<file path="src/rtl/st7789_spi_tx.sv">
// ST7789 SPI mode-0 serializer fed from a first-word-fall-through FIFO.
// USER[0] drives D/C, KEEP masks bytes, LAST closes the chip-select frame.
module st7789_spi_tx #(
  parameter int DATA_WIDTH = 16,
  parameter int USER_WIDTH = 1,
  parameter int CLK_DIV    = 2,
  parameter int CS_GAP     = 4
) (
  input  logic                    CLK,
  input  logic                    RESET,
  input  logic [DATA_WIDTH-1:0]   IN_DOUT_DATA,
  input  logic [DATA_WIDTH/8-1:0] IN_DOUT_KEEP,
  input  logic [USER_WIDTH-1:0]   IN_DOUT_USER,
  input  logic                    IN_DOUT_LAST,
  input  logic                    IN_EMPTY,
  output logic                    IN_RDEN,
  output logic                    SPI_SCLK,
  output logic                    SPI_MOSI,
  output logic                    SPI_CS_N,
  output logic                    SPI_DC,
  output logic                    BUSY
);

  localparam int NB   = DATA_WIDTH / 8;
  localparam int BW   = (NB > 1) ? $clog2(NB) : 1;
  localparam int DIVW = $clog2(CLK_DIV + 1);
  localparam int GW   = (CS_GAP > 1) ? $clog2(CS_GAP) : 1;

  typedef enum logic [2:0] {
    S_IDLE,
    S_FETCH,
    S_SHIFT,
    S_WAIT,
    S_HOLD,
    S_GAP
  } state_e;

  state_e                  state_q;
  logic [DATA_WIDTH-1:0]   data_q;
  logic [NB-1:0]           keep_q;
  logic                    last_q;
  logic [BW-1:0]           byte_q;
  logic [2:0]              bit_q;
  logic                    phase_q;
  logic [DIVW-1:0]         div_q;
  logic [GW-1:0]           gap_q;
  logic                    pop_q;
  logic                    sclk_q;
  logic                    mosi_q;
  logic                    cs_n_q;
  logic                    dc_q;
  logic                    busy_q;

  logic                    acc_ok_d;
  logic                    rden_d;
  logic [NB-1:0]           rem_d;
  logic [BW-1:0]           first_d;

  function automatic logic [BW-1:0] top_byte(
    input logic [NB-1:0] k
  );
    logic [BW-1:0] r;
    r = '0;
    for (int i = 0; i < NB; i++) begin
      if (k[i]) r = BW'(i);
    end
    return r;
  endfunction

  function automatic logic bit_at(
    input logic [DATA_WIDTH-1:0] d,
    input logic [BW-1:0]         b,
    input logic [2:0]            t
  );
    logic [DATA_WIDTH-1:0] s;
    s = d >> {b, t};
    return s[0];
  endfunction

  // pop_q blocks back-to-back pops after a zero-KEEP word
  assign acc_ok_d = (state_q == S_IDLE || state_q == S_FETCH ||
                     state_q == S_WAIT) && !pop_q;
  assign rden_d   = !RESET && acc_ok_d && !IN_EMPTY;
  assign rem_d    = keep_q & ~(NB'(1) << byte_q);
  assign first_d  = top_byte(IN_DOUT_KEEP);

  always_ff @(posedge CLK) begin
    if (RESET) begin
      state_q <= S_IDLE;
      data_q  <= '0;
      keep_q  <= '0;
      last_q  <= 1'b0;
      byte_q  <= '0;
      bit_q   <= 3'd7;
      phase_q <= 1'b0;
      div_q   <= '0;
      gap_q   <= '0;
      pop_q   <= 1'b0;
      sclk_q  <= 1'b0;
      mosi_q  <= 1'b0;
      cs_n_q  <= 1'b1;
      dc_q    <= 1'b0;
      busy_q  <= 1'b0;
    end else begin
      pop_q <= rden_d;
      if (rden_d) begin
        data_q <= IN_DOUT_DATA;
        keep_q <= IN_DOUT_KEEP;
        last_q <= IN_DOUT_LAST;
        if (|IN_DOUT_KEEP) begin
          state_q <= S_SHIFT;
          byte_q  <= first_d;
          bit_q   <= 3'd7;
          phase_q <= 1'b0;
          mosi_q  <= bit_at(IN_DOUT_DATA, first_d, 3'd7);
          dc_q    <= IN_DOUT_USER[0];
          cs_n_q  <= 1'b0;
          sclk_q  <= 1'b0;
          busy_q  <= 1'b1;
          // a new frame gets one extra CS-setup cycle
          div_q   <= (state_q == S_IDLE) ? DIVW'(CLK_DIV)
                                          : DIVW'(CLK_DIV - 1);
        end else if (IN_DOUT_LAST && !cs_n_q) begin
          state_q <= S_HOLD;
          div_q   <= DIVW'(CLK_DIV - 1);
        end else if (!cs_n_q) begin
          state_q <= S_WAIT;
        end else begin
          state_q <= S_IDLE;
        end
      end else begin
        unique case (state_q)
          S_IDLE: begin
          end
          S_WAIT: begin
          end
          S_FETCH: begin
            state_q <= S_WAIT;
          end
          S_SHIFT: begin
            if (div_q != '0) begin
              div_q <= div_q - 1'b1;
            end else if (!phase_q) begin
              sclk_q  <= 1'b1;
              phase_q <= 1'b1;
              div_q   <= DIVW'(CLK_DIV - 1);
            end else begin
              sclk_q  <= 1'b0;
              phase_q <= 1'b0;
              div_q   <= DIVW'(CLK_DIV - 1);
              if (bit_q != 3'd0) begin
                bit_q  <= bit_q - 3'd1;
                mosi_q <= bit_at(data_q, byte_q, bit_q - 3'd1);
              end else if (|rem_d) begin
                keep_q <= rem_d;
                byte_q <= top_byte(rem_d);
                bit_q  <= 3'd7;
                mosi_q <= bit_at(data_q, top_byte(rem_d), 3'd7);
              end else if (last_q) begin
                state_q <= S_HOLD;
              end else begin
                state_q <= S_FETCH;
              end
            end
          end
          S_HOLD: begin
            if (div_q != '0) begin
              div_q <= div_q - 1'b1;
            end else begin
              cs_n_q <= 1'b1;
              // the IDLE accept cycle completes the CS-high gap
              if (CS_GAP > 1) begin
                state_q <= S_GAP;
                gap_q   <= GW'(CS_GAP - 2);
              end else begin
                state_q <= S_IDLE;
                busy_q  <= 1'b0;
              end
            end
          end
          S_GAP: begin
            if (gap_q != '0) begin
              gap_q <= gap_q - 1'b1;
            end else begin
              state_q <= S_IDLE;
              busy_q  <= 1'b0;
            end
          end
          default: begin
            state_q <= S_IDLE;
          end
        endcase
      end
    end
  end

  assign IN_RDEN  = rden_d;
  assign SPI_SCLK = sclk_q;
  assign SPI_MOSI = mosi_q;
  assign SPI_CS_N = cs_n_q;
  assign SPI_DC   = dc_q;
  assign BUSY     = busy_q;

endmodule

</file>
<file path="config.mk">
export PLATFORM = sky130hd
export DESIGN_NAME = st7789_spi_tx
export DESIGN_NICKNAME = d
export VERILOG_FILES = /design/src/rtl/st7789_spi_tx.sv
export SDC_FILE = /design/constraint.sdc
export NUM_CORES = 1
export LEC_CHECK = 0
export CAP_MARGIN = 30
export CORE_MARGIN = 3
export CORE_UTILIZATION = 50
export DETAILED_ROUTE_END_ITERATION = 12
export DONT_BUFFER_PORTS = 1
export GPL_ROUTABILITY_DRIVEN = 0
export PLACE_DENSITY = 0.73
export SETUP_SLACK_MARGIN = 0.3
export SLEW_MARGIN = 20
export SYNTH_ARGS = -nofsm -noshare
export SYNTH_HDL_FRONTEND = slang
export SYNTH_SLANG_ARGS = --single-unit
</file>
<file path="constraint.sdc">
create_clock -name CLK -period 5.8 [get_ports CLK]
set_input_delay 0.58 -clock CLK [delete_from_list [all_inputs] [get_ports CLK]]
set_output_delay 0.58 -clock CLK [all_outputs]
set_load 0.005 [all_outputs]
</file>
# --- Word level (Yosys, flattened, before mapping) ---
# Cells that the tools add are included.
word_totals:
  register_bits: 36
  input_bits: 23
  out_inout_bits: 6
  word_cells: 144
op_classes:
  n_addsub: 3
  n_eq_ne: 20
  shift: 4
  mux: 65
  bitwise: 3
  reduce_logical: 35
op_table:
  columns: ["cell", "n"]
  rows:
  - ["$mux 3", 17]
  - ["$shr 16x4->1", 3]
  - ["$mux 1", 30]
  - ["$mux 2", 15]
  - ["$ne 3x3->1 const B", 7]
  - ["$reduce_bool 2->1", 8]
  - ["$pmux 3 s5", 1]
  - ["$reduce_and 3->1", 4]
  - ["$ne 2x2->1 const B", 5]
  - ["$reduce_and 5->1", 2]
  - ["$reduce_bool 3->1", 3]
  - ["$pmux 2 s2", 2]
  - ["$reduce_and 7->1", 1]
  - ["$eq 3x2->1 const B", 2]
  - ["$eq 3x3->1 const B", 2]
  - ["$reduce_and 6->1", 1]
  - ["$reduce_or 2->1", 3]
  - ["$logic_and 1x1->1", 4]
  - ["$logic_not 1->1", 4]
  - ["$ne 2x1->1 const B", 2]
  - ["$reduce_and 4->1", 1]
  - ["$sub 2x1->2 const B", 2]
  - ["$eq 3x1->1 const B", 1]
  - ["$logic_not 3->1", 1]
  - ["8 further kinds", 9]

# --- Depth between registers and ports, before layout ---
# Gate-level depths: netlist of the first run.
depth:
  ltp_word: 18
  mapped_depth: 8
  mapped_depth_nobuf: 7

# --- Worst setup path after synthesis of the first run ---
# Ideal clock, no wire load.
synth_timing:
  path_kind: "register -> register"
  from: "register bit_q[0]"
  to: "register mosi_q (netlist: SPI_MOSI)"
  setup_ns: 0.131
  t_arrival_ns: 1.882
  t_required_ns: 5.669
  path_slack_ns: 3.787
  path_stages_with_launch: 8
  path_buffers: 1
  period_less_slack_ns: 2.013
  cell_sequence: "dfxtp_1 inv_1 ha_1 buf_6 mux2_4 o221a_2 nor4_1 o32ai_2"
synth_between:
  elab_chain_cells: 7
  elab_cells_between_ends: 10
  cone_classes: "add/sub: 1; shift: 1; mux: 5; reduce/logical: 3"
synth_lines:
  columns: ["element", "line_no", "rtl"]
  rows:
  - ["from (decl)", "43", "logic [2:0] bit_q;"]
  - ["from (signal assigned)", "152", "bit_q <= bit_q - 3'd1;"]
  - ["$sub 3x1->3", "153", "mosi_q <= bit_at(data_q, byte_q, bit_q - 3'd1);"]
  - ["$shr 16x4->1", "76", "s = d >> {b, t};"]
  - ["$mux 1", "151", "if (bit_q != 3'd0) begin"]
  - ["$mux 1", "143", "end else if (!phase_q) begin"]
  - ["$mux 1", "141", "if (div_q != '0) begin"]
  - ["$mux 1", "132", "unique case (state_q)"]
  - ["$mux 1", "106", "if (rden_d) begin"]
  - ["to (signal assigned)", "115", "mosi_q <= bit_at(IN_DOUT_DATA, first_d, 3'd7);"]
  - ["to (signal assigned)", "153", null]
  - ["to (signal assigned)", "158", "mosi_q <= bit_at(data_q, top_byte(rem_d), 3'd7);"]
  - ["to (decl)", "49", "logic mosi_q;"]
# Several ways; a longest one is shown, not always the timed one. The select of a mux whose other input is x is not followed.
# A chain may end at the register's enable or synchronous reset.

# --- Final worst setup path of the first run ---
# Same ends and word-level chain as after synthesis.

==> metrics.csv, run 1 <==
metric,value,unit
status,"complete, no violations",
die_w,68.18,um
worst_pin_slew,0.5415,ns
crit_family,adder cells,
hold_viol_final,0,
post-route-drc-count,0,
route.detailed.wl_per_inst,14.83,um
cts_root_buf,clkbuf_8,
overflow,0,
fin_crit_sh,43.25,%
min_period,2.509,ns
setup_viol,0,
fmax,398.6,MHz
start_kind,flip-flop,
cts_buffer_depth,2,
yosysWarnings,0,
leakage,0.0007621,uW
final_max_slew_viol_count,0,
drtAntennaViolNets,0,
first_pass_iters,4,
setup-tns-final,0,ns
synth-seq-area-share,37.28,%
met3WireLength,273,um
grt_max_degree,39,
cts_setup_buffers,0,
final_common_cell,nand2_1,
end_kind,flip-flop,
via_per_inst,5.662,
layout-drive-gt1-share,10.34,%
synthArstFlopShare,0,%
clk_pin_slew_worst_paths,0.07,ns
grt_pass1_wl,7182,um
worstPathArrival,2.67,ns
min_path_type,input port to flip-flop,
crit_type,flip-flop to flip-flop,
num_rows,21,
maxCapViolCount,0,
die_y,68.18,um
hold_buffers,0,
fin_area,2053,um^2
max_slew_margin,63.57,%
synthesis.area,1933,um^2
place_area,1894,um^2
synth_fp_nets,263,
synth_edf_count,0,
grt.total_usage,20.60,%
post_synth_num_cell_types,49,
portBuffers,0,
final_nets,257,
area_delta_synth_final,6.214,%
drt-initial-drc-count,74,
crit_path_max_fanout,11,
finClkSkew,0.004285,ns
met1_length,1999,um
synth_flop_cell,dfxtp_1,
die_area,4649,um^2
grt_pass1_vias,1548,
ys_ff_latch,36,
layout_common_cells,"44 x nand2_1, 36 x dfxtp_1, 31 x a21oi_1",
ios,29,
crit_buf_inv,1,
drt-total-wl,4124,um
tritoncts,yes,
wl_met2,1750,um
power_density,422.3,nW/um^2
clock-sinks,36,
vias,1574,
core-area,3521,um^2
crit_slowest_cell,ha_1,
ir_drop,0.2865,mV
start_util,54.90,%
rsz0062_at_grt,false,
diodes,0,
worst_skew_pair.late_latency,0.29,ns
synthCells,237,
synth_area_per_cell,8.157,um^2
critPathMaxStageDelay,0.58,ns
post_cts_resized,0,
top_layer_used,met4,
fillerInstances,337,
path_cells,"inv_1, ha_1, mux2_4, o221a_2, nor4_1, o32ai_2",
antenna_found_initial,0,
cp.required,5.96,ns
htreeDepth,2,
dp.final_hpwl,2830,um
numCtsBuffers,5,
cell usage after synthesis (3+ instances only):
master     n  area share, %
a21oi_1   31            8.0
a31oi_1    5            1.6
buf_6      6            3.5
clkbuf_1   5           0.97
dfxtp_1   36             37
ha_1       3            1.9
inv_1      9            1.7
mux2i_1    6            3.1
nand2_1   44            8.5
nand2b_1   6            1.9
nand3_1    5            1.3
nor2_1    14            2.7
nor2b_1    7            2.3
nor3_1     3           0.78
o21ai_0    6            1.6
o21ai_1    8            2.1
stage by stage:
step	power (uW)	worst slack (ns)	hold WS [ns]	util (%)	instances
after floorplan	537.9	3.787	0.4318	-	237
after global placement	556.0	3.382	0.4372	53.80	270
after detailed placement	561.1	3.311	0.4371	53.80	270
after CTS	869.5	3.291	0.3454	58.32	278
after global routing	918.4	3.125	0.3405	58.32	278
final	867.1	3.291	0.3535	58.32	278
area by class of cell:
type                    count  area [um^2]  share of cell area, %
clock buffers               5        68.82                  3.352
clock inverters             3        90.09                  4.388
inverters                  10        37.54                  1.828
multi-input cells         178         1079                  52.53
flip-flops and latches     36        720.7                  35.10
well taps                  46        57.56                  2.803
per-layer routing:
metal,GRT usage (%),vias to the layer above
li1,-,813
met3,5.583,10
met5,0,-
met2,28.76,42
met1,28.89,709
met4,10.17,0
path summary, 6_finish.rpt:
| path | startpoint | endpoint | slack, ns | cells past startpoint |
|---|---|---|---|---|
| max reg2reg | bit_q[0] | SPI_MOSI | 3.29 | 6 |
| min | RESET | BUSY | 0.35 | 1 |
| min reg2reg | data_q[11] | data_q[11] | 0.45 | 2 |
| max | bit_q[0] | SPI_MOSI | 3.29 | 6 |
logic make-up after synthesis:
family	count (synthesis)	share of synthesized area [%]
fa+ha+maj	3	1.942
buf+inv	23	6.925
mux	9	5.243
flops	36	37.28
simple gates	99	26.08
compound gates	67	22.52
registers in the layout (all words and copies together) (netlist names), 2 cells and up:
signal,count
bit_q,3
div_q,2
state_q,3
keep_q,2
gap_q,2
data_q,16
where the power goes:
group | internal [uW] | switching, uW | leakage [uW] | total (uW)
Combinational | 102 | 128 | 0.000390 | 230
Sequential | 285 | 46.7 | 0.000294 | 332
Clock | 215 | 90.1 | 0.0000784 | 305
Total | 603 | 265 | 0.000762 | 867
worst register-to-register path, cell delays in order (launching register included):
cell     delay [ns]
dfxtp_1        0.44
inv_1          0.11
ha_1           0.58
mux2_4         0.34
o221a_2        0.26
nor4_1         0.50
o32ai_2        0.14
(Power assumes the default switching activity.)
==> run 2: changes to the inputs <==
--- a/config.mk
+++ b/config.mk
@@ -11,7 +11,7 @@
 export DETAILED_ROUTE_END_ITERATION = 12
 export DONT_BUFFER_PORTS = 1
 export GPL_ROUTABILITY_DRIVEN = 0
-export PLACE_DENSITY = 0.73
+export PLACE_DENSITY = 0.76
 export SETUP_SLACK_MARGIN = 0.3
 export SLEW_MARGIN = 20
 export SYNTH_ARGS = -nofsm -noshare
==> constraint.sdc (replaced) <==
create_clock -name CLK -period 2.2 [get_ports CLK]
set_input_delay 0.22 -clock CLK [delete_from_list [all_inputs] [get_ports CLK]]
set_output_delay 0.22 -clock CLK [all_outputs]
set_load 0.005 [all_outputs]
==> metrics.csv, run 2 (synthesis results as in run 1) <==
metric,value,unit,change
drt-initial-drc-count,79,,was 74
crit_family,compound AO/OA/AOI/OAI gates,,was adder cells
fin_area,2120,um^2,was 2053 um^2
min_path_type,input port to flip-flop,,unchanged
dp_cells,273,,was 270
reg2reg_to,SPI_MOSI,,unchanged
largest-register,data_q,,unchanged
overflow,0,,unchanged
status,"complete, no violations",,unchanged
worst_pin_slew,0.5422,ns,was 0.5415 ns
final_max_slew_viol_count,0,,unchanged
min_from,RESET,,unchanged
start_kind,flip-flop,,unchanged
portBuffers,0,,unchanged
core-area,3521,um^2,unchanged
hold_viol_final,0,,unchanged
fin_cells,285,,was 278
numCtsBuffers,5,,unchanged
route.detailed.wl_per_inst,14.54,um,was 14.83 um
fin_crit_sh,85.58,%,was 43.25%
maxCapViolCount,0,,unchanged
top_regs,"data_q: 16 flops, bit_q: 3 flops, state_q: 3 flops",,unchanged
r2r_cells,6,,unchanged
grt.total_usage,20.02,%,was 20.60%
place_area,1937,um^2,was 1894 um^2
grt_max_degree,30,,was 39
tritoncts,yes,,unchanged
ir_drop,0.6141,mV,was 0.2865 mV
dp.final_hpwl,2853,um,was 2830 um
via_per_inst,5.740,,was 5.662
num_rows,21,,unchanged
area_delta_synth_final,9.644,%,was 6.214%
layout_common_cells,"44 x nand2_1, 35 x dfxtp_1, 30 x a21oi_1",,"was 44 x nand2_1, 36 x dfxtp_1, 31 x a21oi_1"
cts_buffer_depth,2,,unchanged
end_kind,flip-flop,,unchanged
utilization,60.20,%,was 58.32%
drt-total-wl,4145,um,was 4124 um
final_common_cell,nand2_1,,unchanged
grt_pass1_vias,1453,,was 1548
crit_buf_inv,1,,unchanged
p_total,2077,uW,was 867.1 uW
power_density,979.9,nW/um^2,was 422.3 nW/um^2
final_nets,264,,was 257
first_pass_iters,4,,unchanged
die_area,4649,um^2,unchanged
leakage,0.0007745,uW,was 0.0007621 uW
worst_skew_pair.late_latency,0.29,ns,about the same
rsz0062_at_grt,true,,was false
min_period,1.883,ns,was 2.509 ns
post-route-drc-count,0,,unchanged
diodes,0,,unchanged
max_slew_margin,63.86,%,was 63.57%
crit_path_max_fanout,8,,was 11
clock-sinks,36,,unchanged
cp.required,2.38,ns,was 5.96 ns
htreeDepth,2,,unchanged
drtAntennaViolNets,0,,unchanged
crit_slowest_cell,dfxtp_4,,was ha_1
worstPathArrival,2.06,ns,was 2.67 ns
die_w,68.18,um,unchanged
start_util,54.90,%,unchanged
grt_pass1_wl,6969,um,was 7182 um
vias,1636,,was 1574
cts_root_buf,clkbuf_8,,unchanged
clk_pin_slew_worst_paths,0.08,ns,was 0.07 ns
finClkSkew,0.009696,ns,was 0.004285 ns
setup-tns-final,0,ns,unchanged
hold_depth,1,,unchanged
crit_type,flip-flop to flip-flop,,unchanged
largest_reg_flops,16,,unchanged
ios,29,,unchanged
layout-drive-gt1-share,16.74,%,was 10.34%
die_y,68.18,um,unchanged
r2r_start,bit_q[0],,unchanged
min_to,SPI_CS_N,,was BUSY
path_cells,"inv_2, ha_4, mux2_2, o221a_2, nor4_4, o32ai_2",,"was inv_1, ha_1, mux2_4, o221a_2, nor4_1, o32ai_2"
critPathMaxStageDelay,0.38,ns,was 0.58 ns
fmax,531.1,MHz,was 398.6 MHz
antenna_found_initial,0,,unchanged
reg2reg_setup_slack,0.32,ns,was 3.29 ns
setup_viol,0,,unchanged
==> run 2: layer usage <==
| metal | track usage [%] | routed length (um) | vias up | share of wire, % |
|---|---|---|---|---|
| li1 | - | - | 833 | - |
| met1 | 28.41 | 1993 | 744 | 48 |
| met2 | 28.40 | 1743 | 50 | 42 |
| met3 | 4.926 | 323 | 9 | 7.8 |
| met4 | 8.933 | 85 | 0 | 2.1 |
| met5 | 0 | 0 | - | 0 |
==> run 2: layout make-up <==
class	count	area (um^2)
clock inverter	2	35.03
inverter	10	38.79
timing repair buffer	7	53.80
fill	314	1401
clock buffer	6	72.57
multi-input combinational	178	1137
sequential	36	724.4
tap	46	57.56
==> run 2: worst max path at each step <==
stage / start / slack, ns / end / cells after the start
floorplan: bit_q[0] / 0.31 / SPI_MOSI / 7
global placement: bit_q[0] / 0.30 / SPI_MOSI / 6
detailed placement: bit_q[0] / 0.22 / SPI_MOSI / 6
CTS: bit_q[0] / 0.30 / SPI_MOSI / 7
global route: bit_q[0] / 0.26 / SPI_MOSI / 6
finish: bit_q[0] / 0.32 / SPI_MOSI / 6
==> run 2: power breakdown <==
part	leakage, uW	internal (uW)	switching, uW
Combinational	0.000426	289	340
Clock	0.0000552	336	235
Sequential	0.000293	752	125
==> run 2: stage by stage <==
step	hold WS, ns	setup slack (ns)
2_1_floorplan	0.3560	0.3086
3_3_place_gp	0.2925	0.2981
3_5_place_dp	0.2942	0.2220
4_1_cts	0.02264	0.3003
5_1_grt	0.01897	0.2586
6_report	0.02785	0.3172
==> run 2: timing repair <==
action / 4_1_cts / 5_1_grt
setup buffers: 2 / 1
hold buffers: 1 / 0
pin swaps: 1 / 1
endpoints found under the setup margin: 1 / 5
gates resized for setup: 5 / 7
hold endpoints to repair: 29 / 0
==> run 2: worst reg2reg max path, stage by stage, from the launching register on <==
cell,delay [ns]
dfxtp_4,0.38
inv_2,0.06
ha_4,0.32
mux2_2,0.36
o221a_2,0.30
nor4_4,0.26
o32ai_2,0.10
